[src/rtl/vga_timing_gen.sv]
// Raster timing generator: a clock-enable divider paces pixel steps, and every
// decoded output is registered from the next counter values so none of them skew.
module vga_timing_gen #(
  parameter int unsigned H_ACTIVE  = 640,
  parameter int unsigned H_FRONT   = 16,
  parameter int unsigned H_SYNC    = 96,
  parameter int unsigned H_BACK    = 48,
  parameter int unsigned V_ACTIVE  = 480,
  parameter int unsigned V_FRONT   = 10,
  parameter int unsigned V_SYNC    = 2,
  parameter int unsigned V_BACK    = 33,
  parameter bit          HSYNC_POL = 1'b0,
  parameter bit          VSYNC_POL = 1'b0,
  parameter int unsigned CLK_DIV   = 2,
  parameter int unsigned CW        = 10
) (
  input  logic          Clock,
  input  logic          Reset,
  input  logic          Enable,
  output logic          HorizontalSync,
  output logic          VerticalSync,
  output logic [CW-1:0] HorizontalCounter,
  output logic [CW-1:0] VerticalCounter,
  output logic          ActiveVideo,
  output logic          PixelStrobe,
  output logic          LineStart,
  output logic          FrameStart
);

  localparam int unsigned H_TOTAL  = H_ACTIVE + H_FRONT + H_SYNC + H_BACK;
  localparam int unsigned V_TOTAL  = V_ACTIVE + V_FRONT + V_SYNC + V_BACK;
  localparam int unsigned H_SS     = H_ACTIVE + H_FRONT;
  localparam int unsigned H_SE     = H_SS + H_SYNC;
  localparam int unsigned V_SS     = V_ACTIVE + V_FRONT;
  localparam int unsigned V_SE     = V_SS + V_SYNC;
  localparam int unsigned DW       = (CLK_DIV > 1) ? $clog2(CLK_DIV) : 1;
  localparam logic [DW-1:0] DIV_LAST = DW'(CLK_DIV - 1);
  localparam logic [CW-1:0] H_LAST   = CW'(H_TOTAL - 1);
  localparam logic [CW-1:0] V_LAST   = CW'(V_TOTAL - 1);

  if (CLK_DIV < 1 || (64'd1 << CW) < 64'(H_TOTAL) || (64'd1 << CW) < 64'(V_TOTAL)) begin : g_param_check
    $error("vga_timing_gen: CW too narrow for the raster or CLK_DIV < 1");
  end

  logic [DW-1:0] div_q, div_d;
  logic [CW-1:0] h_q, h_d, v_q, v_d;
  logic          hs_q, hs_d, vs_q, vs_d, av_q, av_d;
  logic          ps_q, ps_d, ls_q, ls_d, fs_q, fs_d;
  logic          step, h_wrap;

  always_comb begin
    step   = Enable && (div_q == DIV_LAST);
    h_wrap = (h_q == H_LAST);
    div_d  = div_q;
    h_d    = h_q;
    v_d    = v_q;
    hs_d   = hs_q;
    vs_d   = vs_q;
    av_d   = av_q;
    ps_d   = 1'b0;
    ls_d   = 1'b0;
    fs_d   = 1'b0;
    if (Enable) begin
      div_d = step ? '0 : div_q + DW'(1);
    end
    if (step) begin
      h_d = h_wrap ? '0 : h_q + CW'(1);
      if (h_wrap) begin
        v_d = (v_q == V_LAST) ? '0 : v_q + CW'(1);
      end
      // Decodes look at the counters being loaded, not the ones being left.
      hs_d = ((32'(h_d) >= H_SS) && (32'(h_d) < H_SE)) ? HSYNC_POL : ~HSYNC_POL;
      vs_d = ((32'(v_d) >= V_SS) && (32'(v_d) < V_SE)) ? VSYNC_POL : ~VSYNC_POL;
      av_d = (32'(h_d) < H_ACTIVE) && (32'(v_d) < V_ACTIVE);
      ps_d = 1'b1;
      ls_d = (h_d == '0);
      fs_d = (h_d == '0) && (v_d == '0);
    end
  end

  // Counters park on the last raster position so the first step lands on (0,0).
  always_ff @(posedge Clock or negedge Reset) begin
    if (!Reset) begin
      div_q <= '0;
      h_q   <= H_LAST;
      v_q   <= V_LAST;
      hs_q  <= ~HSYNC_POL;
      vs_q  <= ~VSYNC_POL;
      av_q  <= 1'b0;
      ps_q  <= 1'b0;
      ls_q  <= 1'b0;
      fs_q  <= 1'b0;
    end else begin
      div_q <= div_d;
      h_q   <= h_d;
      v_q   <= v_d;
      hs_q  <= hs_d;
      vs_q  <= vs_d;
      av_q  <= av_d;
      ps_q  <= ps_d;
      ls_q  <= ls_d;
      fs_q  <= fs_d;
    end
  end

  assign HorizontalSync    = hs_q;
  assign VerticalSync      = vs_q;
  assign HorizontalCounter = h_q;
  assign VerticalCounter   = v_q;
  assign ActiveVideo       = av_q;
  assign PixelStrobe       = ps_q;
  assign LineStart         = ls_q;
  assign FrameStart        = fs_q;

endmodule

[config.mk]
export PLATFORM = sky130hd
export DESIGN_NAME = vga_timing_gen
export DESIGN_NICKNAME = d
export VERILOG_FILES = /design/src/rtl/vga_timing_gen.sv
export SDC_FILE = /design/constraint.sdc
export NUM_CORES = 1
export LEC_CHECK = 0
export BUFFER_PORTS_ARGS = -buffer_cell sky130_fd_sc_hd__buf_2
export CORE_ASPECT_RATIO = 1.4
export CORE_MARGIN = 2
export CORE_UTILIZATION = 30
export DETAILED_ROUTE_END_ITERATION = 12
export GPL_ROUTABILITY_DRIVEN = 1
export PLACE_DENSITY = 0.47
export SYNTH_ARGS = -nofsm -noshare
export SYNTH_HDL_FRONTEND = slang
export SYNTH_SLANG_ARGS = --single-unit
[constraint.sdc]
create_clock -name Clock -period 3.57 [get_ports Clock]
set_clock_uncertainty 0.15 [all_clocks]
set_input_delay 0.714 -clock Clock [delete_from_list [all_inputs] [get_ports Clock]]
set_output_delay 0.714 -clock Clock [all_outputs]
set_load 0.02 [all_outputs]
==> flow_metrics.env, run 1 <==
export IMPL_cts_setup_buffers=0
export IMPL_synth_simple_area_share_pct=25.1
export IMPL_grtUsageMet2_pct=25.1
export IMPL_syn_area_mm2=0.00188
export IMPL_period_minus_slack_ns=2.96
export IMPL_ys_warn_count=0
export IMPL_hold_viol=0
export IMPL_setup_slack_ns=0.612
export IMPL_clk_pin_slew_worst_paths_ns=0.10
export IMPL_rsz0062_at_grt="false"
export IMPL_worstSetupEndpointType="flip-flop"
export IMPL_drt_pre_antenna_iters=6
export IMPL_max_slew_worst_pin_slew_ns=0.661
export IMPL_powerDensity_mw_per_mm2=430
export IMPL_synthCells=214
export IMPL_drt_iter0_markers=129
export IMPL_timing_rr_start="HorizontalCounter[0]"
export IMPL_hold_class="primary input to asynchronous set/reset pin"
export IMPL_grtUsageTotal_pct=14.8
export IMPL_drive_gt1_share_pct=24.9
export IMPL_num_fill_cells=670
export IMPL_cts_buffers_inserted=3
export IMPL_met1_usage_pct=18.4
export IMPL_ys_seq_area_share_pct=36.7
export IMPL_grt_pass1_wl_mm=8.19
export IMPL_grt_most_used_layer="met2"
export IMPL_slew_viol_final=0
export IMPL_synth_compound_area_share_pct=18.8
export IMPL_async_flop_share_pct=100
export IMPL_status="finished clean"
export IMPL_core_rowCount=34
export IMPL_synth_xor_area_share_pct=6.99
export IMPL_cts_max_level=1
export IMPL_dp_hpwl_mm=3.61
export IMPL_post_route_period_util_pct=82.9
export IMPL_gp_congestion=0.828
export IMPL_p_leak_nw=0.816
export IMPL_avgRoutedWirePerCell_um=16.2
export IMPL_cts_root_buf="clkbuf_8"
export IMPL_die_h_um=97.7
export IMPL_final_seq_area_um2=691
export IMPL_vias=1674
export IMPL_insertedDiodeCount=0
export IMPL_max_freq_mhz=338
export IMPL_regToRegSetupSlack_ns=0.61
export IMPL_clockBufferDepth=2
export IMPL_worstSetupPathType="flip-flop to flip-flop"
export IMPL_post_synth_cell_area_avg_um2=8.79
export IMPL_startpoint_type="flip-flop"
export IMPL_core_area_mm2=0.00613
export IMPL_cap_viol_max_count=0
export IMPL_cts_tree="yes"
export IMPL_routed_via_density=5.49
export IMPL_drc=0
export IMPL_clk_latency_ns=0.27
export IMPL_dp_cells=301
export IMPL_io_pins=29
export IMPL_grt_met3_usage_pct=2.18
export IMPL_syn_nets=221
export IMPL_routed_wl_mm=4.95
export IMPL_grt_overflow_total=0
export IMPL_power_w=0.000879
export IMPL_fin_setup_tns_ns=0
export IMPL_synthTopCellsByArea="dfrtp_1 20%, dfstp_2 17%, nand2_1 6.4%"
export IMPL_grt_antenna_before_repair=0
export IMPL_die_x_um=70.9
export IMPL_instances_no_fill=305
export IMPL_setup_viol=0
export IMPL_netlist_area_leader_share_pct=20.0
export IMPL_synth_seq_cells=27
export IMPL_holdBufCountCts=0
export IMPL_nNetsFinal=241
export IMPL_worstPathArrival_ns=2.98
export IMPL_start_util_pct=30.7
export IMPL_postLayoutCellArea_mm2=0.00204
export IMPL_synth_top_family_by_area="simple AND/OR/NAND/NOR gates"
export IMPL_maxSlewHeadroom_pct=54.8
export IMPL_synth_top_area_cell="dfrtp_1"
export IMPL_crit_required_ns=3.59
export IMPL_cts_resized=0
export IMPL_multi_input_area_mm2=0.00102
export IMPL_dpl_cell_area_mm2=0.00200
export IMPL_r2r_end="FrameStart"
export IMPL_dieArea_mm2=0.00693
export IMPL_synth_flop_cell="dfrtp_1"
export IMPL_area_delta_synth_final_pct=8.65
export IMPL_yosys_area_share_adder_pct=2.66
export IMPL_postRouteAntennaNets=0
export IMPL_cp_max_fo=8
export IMPL_synth_mux_area_share_pct=0.599
export IMPL_ys_types=50
export IMPL_ir_drop_mv=0.191
export IMPL_grt_pass1_vias=1629
export IMPL_pre_cts_ws_ns=0.638
export IMPL_reg2regPathDepth=7
export IMPL_synth_edff_count=0
export IMPL_cts_sinks=27
export IMPL_io_buffers=28
export IMPL_grt_max_degree=28
kinds of logic (layout without fill, tap and decap cells):
kind of cell             count (synthesis)  in the layout
AND/OR/NAND/NOR                         91             91
AO/OA/AOI/OAI                           51             51
flip-flops                              27             27
buffers and inverters                   25             44
XOR/XNOR                                15             15
adder cells (fa/ha/maj)                  4              4
multiplexers                             1              1
area by class of cell:
| class | count | share of cell area [%] |
|---|---|---|
| Clock buffer | 3 | 2.02 |
| Clock inverter | 1 | 0.245 |
| Inverter | 9 | 1.65 |
| Multi-Input combinational cell | 162 | 49.9 |
| Sequential cell | 27 | 33.8 |
| Tap cell | 72 | 4.41 |
| Timing Repair Buffer | 31 | 7.96 |
power breakdown:
part	switching, W	internal (W)	leakage [nW]	total, W
Sequential	0.0000723	0.000372	0.328	0.000444
Clock	0.000101	0.0000784	0.0255	0.000180
Combinational	0.000163	0.0000930	0.462	0.000256
synth_stat cells, types with 5 or more instances:
master	instances
clkbuf_8	6
xnor2_1	11
dfrtp_1	15
a21oi_1	9
nand3_1	10
nor2_1	17
a31oi_1	6
o21ai_0	12
nand4_1	6
inv_1	9
dfstp_2	12
clkbuf_1	7
nand2_1	32
nor3_1	5
through the flow:
step / util (%) / hold slack [ns]
after floorplan: - / 0.268
after global placement: 32.6 / 0.303
after global routing: 33.4 / 0.333
after detailed placement: 32.6 / 0.306
final: 33.4 / 0.298
after CTS: 33.4 / 0.318
worst max path at each step:
stage                     slack, ns           end  depth (start not counted)                 start
after floorplan                0.76    FrameStart                          8  HorizontalCounter[0]
after global placement         0.69  VerticalSync                          6  HorizontalCounter[0]
after detailed placement       0.64  VerticalSync                          6  HorizontalCounter[0]
after CTS                      0.60    FrameStart                          7  HorizontalCounter[0]
after global routing           0.40    FrameStart                          7  HorizontalCounter[0]
final                          0.61    FrameStart                          7  HorizontalCounter[0]
critical path: stages, from the launching register on:
cell and delay [ns]:
dfstp_2 0.61, ha_1 0.35, nand3_4 0.13, or4_1 0.62
nor3_1 0.36, and3_2 0.25, o22ai_1 0.08, a2111oi_2 0.32
sequential cells by signal (all words and copies together), names as in the netlist:
name,cells
HorizontalCounter,10
VerticalCounter,10
ActiveVideo,1
FrameStart,1
HorizontalSync,1
LineStart,1
PixelStrobe,1
VerticalSync,1
div_q,1
metal layers:
metal	vias up	part of all wire [%]
met2	38	51
met1	806	43
met3	15	3.0
met4	0	3.2
li1	815	-
met5	-	0
cells in the final DEF, fill, tap and decap left out, drive strengths merged, types with 5 or more instances in the layout:
| cell type | instances |
|---|---|
| nor2 | 17 |
| inv | 9 |
| o21ai | 12 |
| dfstp | 12 |
| nand3 | 11 |
| a21oi | 9 |
| xnor2 | 11 |
| nor3 | 5 |
| dfrtp | 15 |
| nand4 | 6 |
| a31oi | 6 |
| nand2 | 32 |
| buf | 31 |
| and3 | 5 |
No activity file was read; power rests on OpenSTA's default activity.
==> run 2, diff against run 1 <==
Settings changed: PLACE_DENSITY 0.47 to 0.48.
Clock period 3.57 ns to 2.4 ns, I/O delays scaled along.
==> run 2 against run 1 <==
Against the previous run: the flow now finishes with violations (setup timing); clock-buffer cell count increased by 1; routed wire length is 19% higher; die area stayed put; combinational power grew 120%; total power rose by 65%; sequential cell count is the same; via count is 15% higher; utilization increased by 9.6 points; clock power grew 51%; critical path depth grew 1; register-to-register slack worse by 0.72 ns; cell area rose by 29%; critical endpoint unchanged; highest routed layer unchanged.
==> flow_metrics.env, run 2 (same netlist as run 1, synthesis figures left out) <==
export IMPL_dp_hpwl_mm=4.42
export IMPL_powerDensity_mw_per_mm2=553
export IMPL_grt_met3_usage_pct=2.07
export IMPL_hold_viol=0
export IMPL_vias=1926
export IMPL_ir_drop_mv=0.237
export IMPL_sw_frac_of_total_pct=37.8
export IMPL_max_freq_mhz=398
export IMPL_fin_setup_tns_ns=-0.112
export IMPL_p_seq_share_pct=42.9
export IMPL_core_area_mm2=0.00613
export IMPL_start_util_pct=30.7
export IMPL_period_minus_slack_ns=2.51
export IMPL_drive_gt1_share_pct=46.9
export IMPL_internal_power_w=0.000904
export IMPL_crit_required_ns=2.43
export IMPL_final_seq_area_um2=694
export IMPL_io_pins=29
export IMPL_power_frac_comb_pct=38.4
export IMPL_met1_usage_pct=20.4
export IMPL_gp_congestion=0.858
export IMPL_clockPowerShare_pct=18.7
export IMPL_multi_input_area_mm2=0.00116
export IMPL_pre_cts_ws_ns=-0.183
export IMPL_grt_pass1_wl_mm=9.53
export IMPL_setup_viol=1
export IMPL_grtUsageTotal_pct=17.3
export IMPL_routed_wl_mm=5.88
export IMPL_startpoint_type="flip-flop"
export IMPL_routed_via_density=5.29
export IMPL_dieArea_mm2=0.00693
export IMPL_area_delta_synth_final_pct=39.8
export IMPL_clk_pin_slew_worst_paths_ns=0.10
export IMPL_grtUsageMet2_pct=30.8
export IMPL_reg2regPathDepth=8
export IMPL_nNetsFinal=300
export IMPL_cts_sinks=27
export IMPL_cp_max_fo=3
export IMPL_rsz0062_at_grt="true"
export IMPL_p_leak_nw=1.14
export IMPL_status="finished, violations left"
export IMPL_die_h_um=97.7
export IMPL_grt_most_used_layer="met2"
export IMPL_insertedDiodeCount=0
export IMPL_clk_latency_ns=0.28
export IMPL_switching_power_w=0.000549
export IMPL_cts_max_level=1
export IMPL_io_buffers=28
export IMPL_avgRoutedWirePerCell_um=16.2
export IMPL_max_slew_worst_pin_slew_ns=0.649
export IMPL_worstSetupPathType="flip-flop to flip-flop"
export IMPL_num_fill_cells=639
export IMPL_hold_class="primary input to asynchronous set/reset pin"
export IMPL_slew_viol_final=0
export IMPL_worstPathArrival_ns=2.54
export IMPL_clockBufferDepth=2
export IMPL_final_common_cell="buf_4"
export IMPL_setup_slack_ns=-0.112
export IMPL_layout_common_cells="62 x buf_4, 32 x nand2_1, 28 x buf_2, 15 x nor2_1"
export IMPL_cts_root_buf="clkbuf_8"
export IMPL_postRouteAntennaNets=0
export IMPL_final_util_pct=42.9
export IMPL_drc=0
export IMPL_worstSetupEndpointType="flip-flop"
export IMPL_drt_pre_antenna_iters=4
export IMPL_cap_viol_max_count=0
export IMPL_cts_tree="yes"
export IMPL_drt_iter0_markers=87
export IMPL_timing_hold_ws_ns=0.0596
export IMPL_grt_overflow_total=0
export IMPL_post_route_period_util_pct=105
export IMPL_grt_max_degree=28
export IMPL_cts_buffers_inserted=3
export IMPL_core_rowCount=34
export IMPL_die_x_um=70.9
export IMPL_violations="setup timing"
export IMPL_dpl_cell_area_mm2=0.00244
export IMPL_grt_pass1_vias=1976
export IMPL_maxSlewHeadroom_pct=56.8
export IMPL_grt_antenna_before_repair=0
export IMPL_postLayoutCellArea_mm2=0.00263
run 2: path summary, 6_finish.rpt:
check                                    from                  to  slack [ns]
max                        VerticalCounter[0]          FrameStart       -0.11
min                                     Reset  VerticalCounter[8]        0.06
max reg2reg                VerticalCounter[0]          FrameStart       -0.11
min reg2reg                             div_q               div_q        0.32
max in group asynchronous               Reset  VerticalCounter[4]        1.58
min in group Clock                     Enable               div_q        0.25
run 2: through the flow:
step | power, W | std cells
3_5_place_dp | 0.00118 | 355
5_1_grt | 0.00155 | 364
2_1_floorplan | 0.000958 | 214
6_report | 0.00145 | 364
4_1_cts | 0.00146 | 363
3_3_place_gp | 0.00117 | 355
run 2: layout make-up:
type	count	area share [%]
Inverter	9	1.29
Timing Repair Buffer	90	23.0
Clock buffer	4	1.71
Tap cell	72	3.43
Sequential cell	27	26.4
Multi-Input combinational cell	162	44.1
run 2: critical path: stages (launching register included):
cell and delay [ns]:
dfrtp_2 0.42, inv_2 0.05, ha_1 0.13, or4b_4 0.46, or2_1 0.24, a31o_1 0.18
a222oi_1 0.33, nand3_1 0.15, a2111oi_2 0.29
run 2: repair_timing:
action	4_1_cts	5_1_grt
gates resized for setup	10	10
setup buffers	4	2
pin swaps	8	10
setup endpoints to repair	6	4
gates cloned	0	0
hold endpoints to repair	0	0
hold buffers	0	0
run 2: power by group through the flow:
stage               clock network (W)  registers, W  logic [W]
finish                       0.000271      0.000624   0.000558
global route                 0.000307      0.000636   0.000612
CTS                          0.000284      0.000624   0.000556
detailed placement                  0      0.000633   0.000546
global placement                    0      0.000630   0.000542
floorplan                           0      0.000699   0.000259
run 2: per-layer routing:
| layer | wire length [um] | vias to the layer above | share of wire [%] |
|---|---|---|---|
| li1 | - | 942 | - |
| met4 | 223 | 0 | 3.8 |
| met1 | 2430 | 928 | 41 |
| met5 | 0 | - | 0 |
| met3 | 155 | 17 | 2.6 |
| met2 | 3070 | 39 | 52 |
